===== src/rtl/hazard_track_unit_if.sv =====
// hazard_track_unit_if
//   Bundles the decoded ID-stage fields, the EX-stage flush, and the hazard
//   responses exchanged between the pipeline (master) and the hazard
//   tracker (slave).
//   master : drives id_* fields and flush, observes freeze/bubble/fwd/stall_count
//   slave  : the tracker; consumes id_* and flush, produces the responses
interface hazard_track_unit_if #(
  parameter int SAT_W = 16
);
  logic             id_valid;
  logic [4:0]       id_src1;
  logic [4:0]       id_src2;
  logic             id_two_src;
  logic [4:0]       id_dst;
  logic             id_wb_en;
  logic             id_mem_read;
  logic             flush;
  logic             freeze;
  logic             bubble;
  logic [1:0]       fwd_sel1;
  logic [1:0]       fwd_sel2;
  logic [SAT_W-1:0] stall_count;

  modport master (
    output id_valid, id_src1, id_src2, id_two_src, id_dst, id_wb_en,
           id_mem_read, flush,
    input  freeze, bubble, fwd_sel1, fwd_sel2, stall_count
  );

  modport slave (
    input  id_valid, id_src1, id_src2, id_two_src, id_dst, id_wb_en,
           id_mem_read, flush,
    output freeze, bubble, fwd_sel1, fwd_sel2, stall_count
  );
endinterface


===== src/rtl/hazard_track_unit.sv =====
// hazard_track_unit
//   Shadow scoreboard of the EX, MEM and WB stages kept beside the ID/EX
//   register. Drives the IF/ID freeze, the ID/EX bubble request, the EX
//   operand forwarding selects and a saturating count of freeze cycles.
//   Ports:
//     clk : pipeline clock, all state on the rising edge
//     rst : asynchronous reset, active-low
//     hz  : hazard_track_unit_if.slave (id_* fields, flush in;
//           freeze, bubble, fwd_sel1/2, stall_count out)
//   Build option:
//     FORWARDING_EN defined   -> load-use-only stall, forwarding selects live
//     FORWARDING_EN undefined -> stall on any EX/MEM producer, selects tied 00
//   Slot registers: _p0 = EX, _p1 = MEM, _p2 = WB.
module hazard_track_unit #(
  parameter int SAT_W = 16
) (
  input  logic                clk,
  input  logic                rst,
  hazard_track_unit_if.slave  hz
);

  function automatic logic src_hit(input logic [4:0] s, input logic vld,
                                   input logic wb_en, input logic [4:0] dst);
    return vld & wb_en & (dst == s) & (s != 5'd0);
  endfunction

  function automatic logic [SAT_W-1:0] sat_inc(input logic [SAT_W-1:0] c);
    return (&c) ? c : c + 1'b1;
  endfunction

  logic             vld_p0, vld_p1;
  logic [4:0]       dst_p0, dst_p1;
  logic             wb_en_p0, wb_en_p1;
  // Only the EX slot's load flag is consulted (load-use); MEM/WB copies
  // would have no reader.
  logic             mem_rd_p0;
  logic [SAT_W-1:0] cnt_q;
  logic             stall;
  logic             load_ex;
  logic             ex_hit;

  assign ex_hit = src_hit(hz.id_src1, vld_p0, wb_en_p0, dst_p0)
                | (hz.id_two_src & src_hit(hz.id_src2, vld_p0, wb_en_p0, dst_p0));

`ifdef FORWARDING_EN
  logic             vld_p2;
  logic [4:0]       dst_p2;
  logic             wb_en_p2;
  logic [4:0]       src1_p0, src2_p0;
  logic             two_src_p0;

  // With forwarding only a load in EX cannot be bypassed in time.
  assign stall = hz.id_valid & ~hz.flush & ex_hit & mem_rd_p0;

  function automatic logic [1:0] fwd_pick(input logic [4:0] s, input logic use_s,
                                          input logic ex_vld,
                                          input logic m_vld, input logic m_we,
                                          input logic [4:0] m_dst,
                                          input logic w_vld, input logic w_we,
                                          input logic [4:0] w_dst);
    if (!ex_vld || !use_s)                 return 2'b00;
    if (src_hit(s, m_vld, m_we, m_dst))    return 2'b01;
    if (src_hit(s, w_vld, w_we, w_dst))    return 2'b10;
    return 2'b00;
  endfunction

  assign hz.fwd_sel1 = fwd_pick(src1_p0, 1'b1, vld_p0, vld_p1, wb_en_p1, dst_p1,
                                vld_p2, wb_en_p2, dst_p2);
  assign hz.fwd_sel2 = fwd_pick(src2_p0, two_src_p0, vld_p0, vld_p1, wb_en_p1,
                                dst_p1, vld_p2, wb_en_p2, dst_p2);
`else
  logic             mem_hit;

  assign mem_hit = src_hit(hz.id_src1, vld_p1, wb_en_p1, dst_p1)
                 | (hz.id_two_src & src_hit(hz.id_src2, vld_p1, wb_en_p1, dst_p1));
  assign stall   = hz.id_valid & ~hz.flush & (ex_hit | mem_hit);

  assign hz.fwd_sel1 = 2'b00;
  assign hz.fwd_sel2 = 2'b00;
`endif

  assign load_ex        = hz.id_valid & ~stall & ~hz.flush;
  assign hz.freeze      = stall;
  assign hz.bubble      = stall;
  assign hz.stall_count = cnt_q;

  // ID -> EX -> MEM -> WB slot valids and freeze counter
  always_ff @(posedge clk or negedge rst) begin
    if (!rst) begin
      vld_p0 <= 1'b0;
      vld_p1 <= 1'b0;
`ifdef FORWARDING_EN
      vld_p2 <= 1'b0;
`endif
      cnt_q  <= '0;
    end else begin
      vld_p0 <= load_ex;
      vld_p1 <= vld_p0;
`ifdef FORWARDING_EN
      vld_p2 <= vld_p1;
`endif
      cnt_q  <= stall ? sat_inc(cnt_q) : cnt_q;
    end
  end

  // ID -> EX -> MEM -> WB slot payload; a bubble loads all zeros
  always_ff @(posedge clk) begin
    dst_p0     <= load_ex ? hz.id_dst : 5'd0;
    wb_en_p0   <= load_ex & hz.id_wb_en;
    mem_rd_p0  <= load_ex & hz.id_mem_read;
    dst_p1     <= dst_p0;
    wb_en_p1   <= wb_en_p0;
`ifdef FORWARDING_EN
    src1_p0    <= load_ex ? hz.id_src1 : 5'd0;
    src2_p0    <= load_ex ? hz.id_src2 : 5'd0;
    two_src_p0 <= load_ex & hz.id_two_src;
    dst_p2     <= dst_p1;
    wb_en_p2   <= wb_en_p1;
`endif
  end

endmodule


===== src/flat_wrapper.sv =====
// flat-port wrapper written by rule: the top's interface ports become plain ports
module hazard_track_unit_flat 
#(
  parameter int SAT_W = 16
)
  (clk, rst, hz_id_valid, hz_id_src1, hz_id_src2, hz_id_two_src, hz_id_dst, hz_id_wb_en, hz_id_mem_read, hz_flush, hz_freeze, hz_bubble, hz_fwd_sel1, hz_fwd_sel2, hz_stall_count);
  hazard_track_unit_if #(.SAT_W(SAT_W)) hz_i ();
  input  logic clk;
  input  logic rst;
  input wire logic [$bits(hz_i.id_valid)-1:0] hz_id_valid;
  input wire logic [$bits(hz_i.id_src1)-1:0] hz_id_src1;
  input wire logic [$bits(hz_i.id_src2)-1:0] hz_id_src2;
  input wire logic [$bits(hz_i.id_two_src)-1:0] hz_id_two_src;
  input wire logic [$bits(hz_i.id_dst)-1:0] hz_id_dst;
  input wire logic [$bits(hz_i.id_wb_en)-1:0] hz_id_wb_en;
  input wire logic [$bits(hz_i.id_mem_read)-1:0] hz_id_mem_read;
  input wire logic [$bits(hz_i.flush)-1:0] hz_flush;
  output wire logic [$bits(hz_i.freeze)-1:0] hz_freeze;
  output wire logic [$bits(hz_i.bubble)-1:0] hz_bubble;
  output wire logic [$bits(hz_i.fwd_sel1)-1:0] hz_fwd_sel1;
  output wire logic [$bits(hz_i.fwd_sel2)-1:0] hz_fwd_sel2;
  output wire logic [$bits(hz_i.stall_count)-1:0] hz_stall_count;
  assign hz_i.id_valid = hz_id_valid;
  assign hz_i.id_src1 = hz_id_src1;
  assign hz_i.id_src2 = hz_id_src2;
  assign hz_i.id_two_src = hz_id_two_src;
  assign hz_i.id_dst = hz_id_dst;
  assign hz_i.id_wb_en = hz_id_wb_en;
  assign hz_i.id_mem_read = hz_id_mem_read;
  assign hz_i.flush = hz_flush;
  assign hz_freeze = hz_i.freeze;
  assign hz_bubble = hz_i.bubble;
  assign hz_fwd_sel1 = hz_i.fwd_sel1;
  assign hz_fwd_sel2 = hz_i.fwd_sel2;
  assign hz_stall_count = hz_i.stall_count;
  hazard_track_unit #(.SAT_W(SAT_W)) u_core (.clk(clk), .rst(rst), .hz(hz_i));
endmodule

===== config.mk =====
export PLATFORM = sky130hd
export DESIGN_NAME = hazard_track_unit_flat
export DESIGN_NICKNAME = d
export VERILOG_FILES = /design/src/rtl/hazard_track_unit_if.sv /design/src/rtl/hazard_track_unit.sv /design/src/flat_wrapper.sv
export SDC_FILE = /design/constraint.sdc
export NUM_CORES = 1
export LEC_CHECK = 0
export CORE_MARGIN = 4
export CORE_UTILIZATION = 30
export DETAILED_ROUTE_END_ITERATION = 6
export PLACE_DENSITY_LB_ADDON = 0.15
export SLEW_MARGIN = 25
export SYNTH_ARGS = -nofsm -noshare
export SYNTH_HDL_FRONTEND = slang
export SYNTH_SLANG_ARGS = --single-unit

===== constraint.sdc =====
create_clock -name clk -period 2.55 [get_ports clk]
set_clock_uncertainty 0.15 [all_clocks]
set_input_delay 0.51 -clock clk [delete_from_list [all_inputs] [get_ports clk]]
set_output_delay 0.51 -clock clk [all_outputs]
set_load 0.005 [all_outputs]

==> flow_summary.toml <==
[run_status]
status = "finished, final reports clean"

[yosys]
yosys_warnings = 0
ys_seq_area_share_pct = 48.9
synth_top_area_share_pct = 31.9
ys_ff_latch = 30
avgSynthCellArea_um2 = 11.2
ys_types = 29
yosysTopAreaCell = "dfrtp_1"
syn_area_mm2 = 0.00141
synthCells = 126
ys_top_cells_by_area = "dfrtp_1 (32%), dfxtp_1 (17%), xnor2_1 (16%), xor2_1 (5.6%), nand3_1 (3.2%)"

[floorplan]
die_w_um = 76.6
pin_count = 44
die_h_um = 76.6
start_util_pct = 31.8
core_mm2 = 0.00444
die_area_mm2 = 0.00587
std_cell_rows = 24

[placed_design]
pre_cts_slack_ns = -0.638
place_inst = 217
place.gp.congestion = 0.858
io_buffers = 38
hpwlAfterDp_um = 2290
placed_area_mm2 = 0.00186

[sta]
layout_setup_ws_ns = 0.0595
finalHoldViolations = 0
min_period_ns = 2.49
finalSetupViolCount = 0
max_freq_mhz = 402
maxSlewViolCount = 0
fin_crit_sh_pct = 97.7

[job]
max_cap_viol_count = 0

[cells_and_area]
post-route-util_pct = 45.9
drive_gt1_share_pct = 23.6
nNetsFinal = 200
n_antenna_cell = 0
fin_cells = 230
seq_area_um2 = 691
syn_to_final_growth_pct = 44.6
multiInputGateArea_um2 = 757
fillers = 444
final_cell_area_mm2 = 0.00204

[global_route]
grt_max_degree = 19
grt_pass1_vias = 1107
antenna_found_initial = 0
grt_use_total_pct = 11.3
grt-ovfl-total = 0
grt_pass1_wl_um = 5200

[pwr]
power_density_mw_per_mm2 = 480
peakVddDrop_mv = 0.253
fin_total_pwr_uw = 979
leakage_nw = 0.861

[setup_path]
critPathRequiredTime_ns = 1.89
crit_fanout = 3
critPathKind = "input pin to output pin"
arrival_ns = 1.83
start_kind = "input pin"
crit_path_end_kind = "output pin"

[cts]
tritoncts = "done"
h-tree-depth = 2
clk_pin_slew_ns = 0.06
cts-buffers-inserted = 5
clockBufferDepth = 2
cts_root_buf = "clkbuf_8"
insertion_delay_ns = 0.28
cts_num_sinks = 30

[route]
routed_wl_um = 3240
ant_nets = 0
via_per_inst = 4.53
drtIter0Drc = 7
num_vias = 1041
first_pass_iters = 2
wl_per_cell_um = 14.1
drc = 0

[worst_hold_path]
hold_class = "flip-flop to flip-flop"
==> what timing repair did <==
action,CTS,global route
setup buffers,1,5
setup endpoints to repair,3,2
hold buffers,0,0
pin swaps,10,11
resized for setup,47,10
==> logic make-up (layout without fill, tap and decap cells) <==
group / Yosys count / in the layout / synth area share, %
muxes: 1 / 1 / 0.798
and+or+nand+nor: 45 / 45 / 19.1
buffers and inverters: 7 / 56 / 3.72
AOI/OAI and AO/OA: 6 / 6 / 4.52
other: 1 / 4 / 0.266
adders and majority gates: 1 / 1 / 0.886
xor gates and xnor gates: 35 / 35 / 21.7
DFF: 30 / 30 / 48.9
==> synth_stat cells <==
master / number
a21boi_4: 1
xnor2_1: 26
nand3b_1: 1
nor2_1: 3
conb_1: 1
nand4_2: 1
dfrtp_1: 18
a21oi_1: 1
nor4_1: 4
and4_4: 1
nand4_1: 4
and2_1: 6
o21ai_2: 1
a31oi_1: 1
and3_4: 1
mux2_2: 1
xor2_1: 9
or4_1: 2
buf_4: 5
ha_1: 1
buf_6: 1
o211ai_2: 2
dfxtp_1: 12
and3_1: 5
nand2_1: 6
nand3_1: 9
inv_1: 1
nand2b_1: 1
nand4b_1: 1
==> layout by cell type (no fill, tap or decap), types with 5 or more instances in the layout <==
master	instances
and3_1	5
dfrtp_1	18
buf_4	7
clkdlybuf4s50_1	25
buf_2	6
nand2_1	6
and2_1	6
dfxtp_1	12
xnor2_1	26
nand3_1	9
clkbuf_8	6
xor2_1	9
==> path summary, 6_finish.rpt <==
check | startpoint | to | slack [ns] | depth (start not counted)
max reg2reg | u_core.dst_p0[3] | u_core.hz.stall_count[4] | 0.25 | 11
min reg2reg | u_core.wb_en_p0 | u_core.wb_en_p1 | 0.22 | 0
max | hz_id_src1[4] | hz_freeze | 0.06 | 7
min | u_core.wb_en_p0 | u_core.wb_en_p1 | 0.22 | 0
max in group asynchronous | rst | u_core.vld_p0 | 1.63 | 2
min in group asynchronous | rst | u_core.hz.stall_count[15] | 0.41 | 2
==> metal layers <==
metal | global-route usage (%) | vias to the layer above | share of wire [%]
li1 | - | 522 | -
met1 | 13.4 | 490 | 46
met2 | 17.8 | 25 | 48
met3 | 4.49 | 4 | 4.0
met4 | 5.43 | 0 | 1.5
met5 | 0 | - | 0
==> worst max-delay path: stages <==
cell      delay, ns
buf_4          0.12
or4_4          0.54
nor2_4         0.16
nor4_4         0.06
o211ai_2       0.21
a21oi_2        0.08
buf_2          0.13
==> registers in the layout, summed over array words and instances (netlist names) <==
register	cells
u_core.hz.stall_count	16
u_core.wb_en_p1	1
u_core.dst_p0	5
u_core.dst_p1	5
u_core.vld_p0	1
u_core.wb_en_p0	1
u_core.vld_p1	1
==> through the flow <==
stage	hold slack, ns	setup TNS [ns]
floorplan	0.0644	0
global placement	0.206	-5.73
detailed placement	0.208	-5.73
CTS	0.218	0
global route	0.228	-0.0419
finish	0.215	0
==> area by class of cell <==
cell class,count,share of cell area [%]
inverter,1,0.184
timing repair buffer,47,21.2
clock inverter,1,0.245
clock buffer,7,4.23
tap,52,3.19
sequential,30,33.8
multi-input combinational,92,37.1
==> power breakdown <==
| part | switching (mW) | internal, mW |
|---|---|---|
| registers | 0.00857 | 0.483 |
| clock network | 0.178 | 0.217 |
| logic | 0.0435 | 0.0480 |
| total | 0.230 | 0.749 |
Note: power is estimated with default switching activity, not from simulation.
